==> src/rtl/div_seq.sv <==
// div_seq: multi-cycle radix-2 restoring divider for DIV/DIVU.
// Signed operands are divided as magnitudes; the signs are fixed up when the result is loaded.
module div_seq #(
  parameter int WIDTH = 32,
  parameter int CNT_W = 5
) (
  input  logic             clk,
  input  logic             rst,
  input  logic             div_start,
  input  logic             div_signed,
  input  logic [WIDTH-1:0] opr1,
  input  logic [WIDTH-1:0] opr2,
  input  logic             flush,
  input  logic             stall,
  output logic             div_ready,
  output logic [WIDTH-1:0] quotient,
  output logic [WIDTH-1:0] remainder,
  output logic             busy
);
  typedef enum logic [1:0] {IDLE, DIVZERO, BUSY, DONE} state_t;
  state_t state_q, state_d;
  logic [CNT_W-1:0] cnt_q, cnt_d;
  logic [2*WIDTH-1:0] work_q, work_d, shifted, work_step;
  logic [WIDTH-1:0] dsor_q, dsor_d, mag1, mag2, q_d, r_d;
  logic [WIDTH:0] trial;
  logic qneg_q, qneg_d, rneg_q, rneg_d, ready_d, busy_d, accept, last;
  always_ff @(posedge clk or posedge rst)
    if (rst) state_q <= IDLE;
    else state_q <= state_d;
  always_comb begin
    state_d = state_q;
    case (state_q)
      IDLE:    state_d = div_start ? ((opr2 == '0) ? DIVZERO : BUSY) : IDLE;
      DIVZERO: state_d = DONE;
      BUSY:    state_d = last ? DONE : BUSY;
      DONE:    state_d = stall ? DONE : IDLE;
      default: state_d = IDLE;
    endcase
    if (flush) state_d = IDLE;
  end
  // The bit shifted out of the work register is the trial's carry, so divisors above 2^(WIDTH-1) stay exact.
  always_comb begin
    last      = cnt_q == CNT_W'(WIDTH - 1);
    accept    = state_q == IDLE && !flush && div_start;
    mag1      = (div_signed && opr1[WIDTH-1]) ? -opr1 : opr1;
    mag2      = (div_signed && opr2[WIDTH-1]) ? -opr2 : opr2;
    shifted   = {work_q[2*WIDTH-2:0], 1'b0};
    trial     = {work_q[2*WIDTH-1], shifted[2*WIDTH-1:WIDTH]} - {1'b0, dsor_q};
    work_step = trial[WIDTH] ? shifted : {trial[WIDTH-1:0], shifted[WIDTH-1:1], 1'b1};
    work_d    = accept ? {{WIDTH{1'b0}}, mag1} : (state_q == BUSY) ? work_step : work_q;
    dsor_d    = accept ? mag2 : dsor_q;
    qneg_d    = accept ? (div_signed & (opr1[WIDTH-1] ^ opr2[WIDTH-1])) : qneg_q;
    rneg_d    = accept ? (div_signed & opr1[WIDTH-1]) : rneg_q;
    cnt_d     = accept ? '0 : (state_q == BUSY) ? cnt_q + CNT_W'(1) : cnt_q;
    q_d       = (state_q == DIVZERO) ? '0 :
                (state_q == BUSY && last) ? (qneg_q ? -work_step[WIDTH-1:0] : work_step[WIDTH-1:0]) :
                quotient;
    r_d       = (state_q == DIVZERO) ? '0 :
                (state_q == BUSY && last) ? (rneg_q ? -work_step[2*WIDTH-1:WIDTH] : work_step[2*WIDTH-1:WIDTH]) :
                remainder;
    ready_d   = state_d == DONE;
    busy_d    = state_d != IDLE;
  end
  always_ff @(posedge clk or posedge rst)
    if (rst) begin
      cnt_q     <= '0;
      work_q    <= '0;
      dsor_q    <= '0;
      qneg_q    <= 1'b0;
      rneg_q    <= 1'b0;
      quotient  <= '0;
      remainder <= '0;
      div_ready <= 1'b0;
      busy      <= 1'b0;
    end else begin
      cnt_q     <= cnt_d;
      work_q    <= work_d;
      dsor_q    <= dsor_d;
      qneg_q    <= qneg_d;
      rneg_q    <= rneg_d;
      quotient  <= q_d;
      remainder <= r_d;
      div_ready <= ready_d;
      busy      <= busy_d;
    end
endmodule
==> config.mk <==
export PLATFORM = sky130hd
export DESIGN_NAME = div_seq
export DESIGN_NICKNAME = d
export VERILOG_FILES = /design/src/rtl/div_seq.sv
export SDC_FILE = /design/constraint.sdc
export NUM_CORES = 1
export LEC_CHECK = 0
export CORE_ASPECT_RATIO = 1.1
export CORE_MARGIN = 2
export CORE_UTILIZATION = 40
export CTS_CLUSTER_SIZE = 12
export DETAILED_ROUTE_END_ITERATION = 12
export HOLD_SLACK_MARGIN = 0.05
export PLACE_DENSITY = 0.62
export SETUP_SLACK_MARGIN = 0.4
export SYNTH_ARGS = -nofsm -noshare
export SYNTH_HDL_FRONTEND = slang
export SYNTH_SLANG_ARGS = --single-unit
==> constraint.sdc <==
create_clock -name clk -period 7.5 [get_ports clk]
set_clock_uncertainty 0.05 [all_clocks]
set_input_delay 0.75 -clock clk [delete_from_list [all_inputs] [get_ports clk]]
set_output_delay 0.75 -clock clk [all_outputs]
set_load 0.03 [all_outputs]
Word-level counts from Yosys, hierarchy flattened
Cells that the tools add are included.
{ "op_classes": {"addsub": 6, "eq_ne": 5, "mux": 19, "n_bitwise": 3, "n_reduce_logical": 11} }
{ "ops": {"columns": ["operator", "count"], "rows": [
  ["32-bit 2-to-1 mux", 8],
  ["64-bit 2-to-1 mux", 3],
  ["32-bit negation", 4],
  ["33-bit by 32-bit subtractor with 33-bit output", 1],
  ["32-bit zero test", 1],
  ["5-bit 2-to-1 mux", 2],
  ["2-bit 2-to-1 mux", 4],
  ["2-bit one-hot mux with 4 select lines", 1],
  ["2-bit == test (second input constant)", 3],
  ["2-bit nonzero test", 3],
  ["5-bit by 1-bit adder with 5-bit output (second input constant)", 1],
  ["5-bit == test (second input constant)", 1],
  ["1-bit logical AND", 5],
  ["1-bit AND", 2],
  ["2-bit by 1-bit == test with 1-bit output (second input constant)", 1],
  ["2-bit zero test", 1],
  ["1-bit zero test", 1],
  ["1-bit 2-to-1 mux", 1],
  ["1-bit XOR", 1]
]} }
{ "totals": {"register_bits": 171, "input_bits": 70, "out_inout_bits": 66} }

Longest topological paths before layout
{ "depth": {"depth_word": 6, "ltp_mapped": 24} }

Worst setup path before layout
No wires, ideal clock.
{ "synth_path": {"kind": "reg2reg", "startpoint": "register work_q[31]", "endpoint": "register remainder[28]", "setup_time_ns": 0.131, "arrival_time_ns": 4.698, "required_ns": 7.319, "slack_ns": 2.621, "stages_incl_launch_ff": 25, "n_path_buf": 3, "period_less_slack_ns": 4.879, "path_cell_list": "dfrtp_1 > inv_1 > ha_1 > inv_1 > fa_1 > a211oi_1 > o211ai_1 > a22oi_2 > a211oi_2 > or3_4 > and2_1 > buf_6 > inv_8 > buf_2 > buf_1 > nor2_1 > a21oi_1 > ha_1 > nand2_1 > nor3_1 > mux2i_1 > a211o_1 > o41ai_2 > xnor2_1 > o21ai_1"} }
{ "synth_via": {"elab_chain_cells": 6} }
{ "synth_lines": {"columns": ["element", "line_no", "rtl"], "rows": [
  ["from (decl)", "23", "logic [2*WIDTH-1:0] work_q, work_d, shifted, work_step;"],
  ["from (signal assigned)", "77", "work_q <= work_d;"],
  ["33-bit by 32-bit subtractor with 33-bit output", "48", "trial = {work_q[2*WIDTH-1], shifted[2*WIDTH-1:WIDTH]} - {1'b0, dsor_q};"],
  ["64-bit 2-to-1 mux *", "49", "work_step = trial[WIDTH] ? shifted : {trial[WIDTH-1:0], shifted[WIDTH-1:1], 1'b1};"],
  ["32-bit negation", "59", "(state_q == BUSY && last) ? (rneg_q ? -work_step[2*WIDTH-1:WIDTH] : work_step[2*WIDTH-1:WIDTH]) :"],
  ["32-bit 2-to-1 mux * (2 in a row)", "59", null],
  ["32-bit 2-to-1 mux *", "58", "r_d = (state_q == DIVZERO) ? '0 :"],
  ["to (signal assigned)", "82", "remainder <= r_d;"],
  ["to (decl)", "17", "output logic [WIDTH-1:0] remainder,"]
]} }
Mark *: on every way between the ends. The rest lies on a longest branch, timed or not. The select of a mux whose other input is x is not followed.
A chain may end at the register's enable or synchronous reset.

Worst setup path after layout
Same ends and word-level chain as after synthesis.

==> summary.txt <==
Status
  • Status: completed

Timing
  • Endpoints failing hold: 0
  • RSZ-0062 raised after global routing: false
  • # setup viols final: 0
  • Crit path time final: approximately 5.3 ns
  • Post-route setup slack: ~2.2 ns
  • Period utilization: between 70% and 80%
  • Worst-Margin Slew: 1.16 ns
  • Fmax: approximately 190 MHz
  • Slew margin rel.: a little under a quarter
  • Setup_tns: 0 ns
  • Max Slew Vio Count: 0

Critical path
  • Worst setup EP type: flop
  • Startpoint types: flop
  • Slowest CP cell: dfrtp_1
  • CP max FO: 46
  • CP startpoint: work_q[31]
  • CP required: 7.76 ns
  • FF-to-FF path depth: 20
  • Cell Chain, Critical Path: inv_1 > ha_1 > inv_1 > fa_1 > a211oi_1 > o211ai_1 > a22oi_2 > a211oi_2 > or3_4 > and2_2 > inv_8 > mux2i_1 > ha_1 > nand3_1 > nor2_1 > mux2i_1 > a211o_1 > o41ai_2 > xnor2_1 > o21ai_1
  • Type of the worst setup path: flop to flop
  • CP arrival: around 5.6 ns
  • R2r startpoint: work_q[31]
  • CP max stage delay: about 0.42 ns

Place
  • Place WS: between 2 and 2.5 ns
  • Cell Area, Placed: approximately 14000 um^2
  • Input/output buffers: roughly 140
  • Detailed Place HPWL: 26500 um
  • Routability congestion estimate from global placement: about 0.9
  • Placed cell count: roughly 1900

Clock network
  • Cts bufs inserted: 17
  • Root Driver: clkbuf_16
  • Htree depth: 4
  • Clk_lat worst skew: about 0.45 ns
  • Setup bufs post-CTS: 0
  • Clock-pin slew on the worst setup and hold paths: about 0.08 ns
  • Clk buf depth: 2
  • # resized after CTS: 0
  • CTS tree: yes
  • CTS Hold Buffers Added: 0
  • # clock sinks: 171

Cells and area
  • # fillers: roughly 2900
  • Layout cells sized above 1: 5.82%
  • Area added between synthesis and finish: 19.1%
  • Antenna diodes: 0
  • Final std cells w/o fill: ~1900
  • Final layout net count: between 1500 and 2000
  • Final instance area: 14300 um^2

Floorplanning
  • FP Rows: 66
  • Horizontal die dimension: 169 um
  • Io pins: around 140
  • Initial Util: 40.5%
  • Core area: around 30000 um^2
  • Chip Height: 186 um
  • Die area: 31400 um^2

Routing
  • Pre-Repair DR Iteration Count: 5
  • Final ANT Viol Nets: 0
  • Drt first-iter violations: roughly 860
  • DRC: 0
  • DR vias: around 11000
  • Routed len/inst: about 18 um
  • Vias per Instance: roughly 5.7
  • Routed WL: 35500 um

Global route
  • Initial antenna violation count: 0
  • Gr usage total: 23.0%
  • Vias in the first global route: 10600
  • Largest net degree at the start of global routing: 100
  • Grt ovf: 0
  • First-pass GRT wire length: around 57000 um

Synth
  • Yosys warning count: 0
  • Post-Syn Area: approximately 12000 um^2
  • EDFF count, synth: 0
  • Mapped Cells: around 1400
  • Count of cell types in the netlist: 84
  • Syn Area/Cell: just over 8 um^2
  • Number of register bits inferred by synthesis: 171
  • Most used DFF post-synth: dfrtp_1
  • Syn nets: around 1600
  • Asr flop ratio synth: 100%
  • Sequential share of the synthesized area: between 30 and 40%

Power and ir drop
  • Worst VDD drop: roughly 0.00023 V
  • Leakage: about 5.9 nW
  • PwrDens: roughly 400 nW/um^2

Worst hold path
  • Hold path cells: 2
  • Hold path startpoint: qneg_q
  • Hold Path Class: flop to flop

Flow run
  • Max_cap viols: 0
==> sequential cells by signal (all words and copies together), names as in the netlist <==
name,cells
busy,1
cnt_q,5
div_ready,1
dsor_q,32
qneg_q,1
quotient,32
remainder,32
rneg_q,1
state_q,2
work_q,64
==> worst paths after layout <==
path	slack (ns)	end
worst max-delay path	2.17	remainder[28]
worst min-delay path	0.42	qneg_q
worst max register to register	2.17	remainder[28]
worst min register to register	0.42	qneg_q
max in group asynchronous	5.06	dsor_q[27]
min in group asynchronous	0.82	quotient[7]
==> layout make-up <==
type                            instances  area [um^2]  share of cell area (%)
Clock buffer                           17          425                    2.98
Clock inverter                         15          246                    1.73
Inverter                               58          230                    1.61
Multi-Input combinational cell       1138         7190                    50.3
Sequential cell                       171         4280                    30.0
Tap cell                              374          468                    3.28
Timing Repair Buffer                  147         1440                    10.1
==> cells in the mapped netlist (3+ instances only) <==
master / number / share of area (%)
a2111oi_0: 6 / 0.44
a211oi_1: 8 / 0.50
a21boi_1: 3 / 0.19
a21o_1: 9 / 0.56
a21oi_1: 77 / 3.2
a221o_1: 3 / 0.25
a22oi_1: 33 / 2.1
a31oi_1: 9 / 0.47
and2_1: 10 / 0.52
and3_1: 8 / 0.42
and4_1: 3 / 0.22
buf_1: 4 / 0.13
buf_2: 10 / 0.42
buf_6: 3 / 0.28
clkbuf_1: 59 / 1.8
dfrtp_1: 171 / 36
ha_1: 38 / 4.0
inv_1: 57 / 1.8
mux2_2: 3 / 0.28
mux2i_1: 25 / 2.1
nand2_1: 193 / 6.0
nand2b_1: 13 / 0.68
nand3_1: 45 / 1.9
nand4_1: 15 / 0.78
nor2_1: 92 / 2.9
nor3_1: 32 / 1.3
nor4_1: 14 / 0.73
nor4b_1: 3 / 0.22
o211a_1: 3 / 0.25
o211ai_1: 6 / 0.38
o21a_1: 11 / 0.69
o21ai_0: 185 / 7.7
o21ai_1: 30 / 1.3
o21bai_1: 3 / 0.19
o31a_1: 4 / 0.29
o31ai_1: 24 / 1.5
o41ai_1: 11 / 0.80
o41ai_2: 5 / 0.68
or2_2: 3 / 0.16
or3_1: 12 / 0.63
or4_1: 9 / 0.56
xnor2_1: 64 / 4.7
xor2_1: 74 / 5.4
==> cell usage in the layout, fill, tap and decap left out, drive strengths merged, types with 26 or more instances in the layout <==
master	instances
a22oi	34
xor2	74
inv	63
ha	38
clkdlybuf4s50	135
o31ai	26
xnor2	64
o21ai	216
nor2	92
nand2	193
nor3	32
a21oi	80
nand3	47
dfrtp	171
==> per-layer routing <==
| metal | vias to the layer above | part of all wire, % | global-route usage (%) |
|---|---|---|---|
| met4 | 0 | 2.9 | 8.75 |
| met3 | 57 | 4.2 | 2.93 |
| met5 | - | 0 | 0 |
| met2 | 300 | 45 | 36.0 |
| met1 | 5158 | 47 | 32.6 |
| li1 | 5350 | - | - |
==> worst max-delay path, delay by kind of cell (launching register included) <==
kind                       cells  cell delay, ns
xor gates and xnor gates       1            0.16
and+or+nand+nor                4            0.89
adders and majority gates      3            0.85
DFF                            1            0.42
AOI/OAI and AO/OA              7            1.87
buffers and inverters          3            0.37
muxes                          2            0.56
==> power breakdown <==
part	internal [W]	switching (W)
logic	0.00123	0.00213
registers	0.00110	0.000247
clock network	0.000525	0.000469
==> kinds of logic (layout without fill, tap and decap cells) <==
| logic type | count (synthesis) | after routing | synth area share, % |
|---|---|---|---|
| flops | 171 | 171 | 35.7 |
| xor+xnor | 138 | 138 | 10.1 |
| mux | 29 | 29 | 2.49 |
| compound gates | 460 | 460 | 24.3 |
| fa+ha+maj | 39 | 39 | 4.13 |
| simple gates | 472 | 472 | 18.7 |
| buf+inv | 134 | 237 | 4.55 |
==> metrics by stage <==
step                      hold slack (ns)  util, %  power, W
after floorplan                     0.400        -   0.00378
after global placement              0.401     46.0   0.00465
after detailed placement            0.407     46.0   0.00467
after CTS                           0.425     48.3   0.00568
after global routing                0.443     48.3   0.00612
final                               0.422     48.3   0.00571
Power figures use the tool's default switching activity.
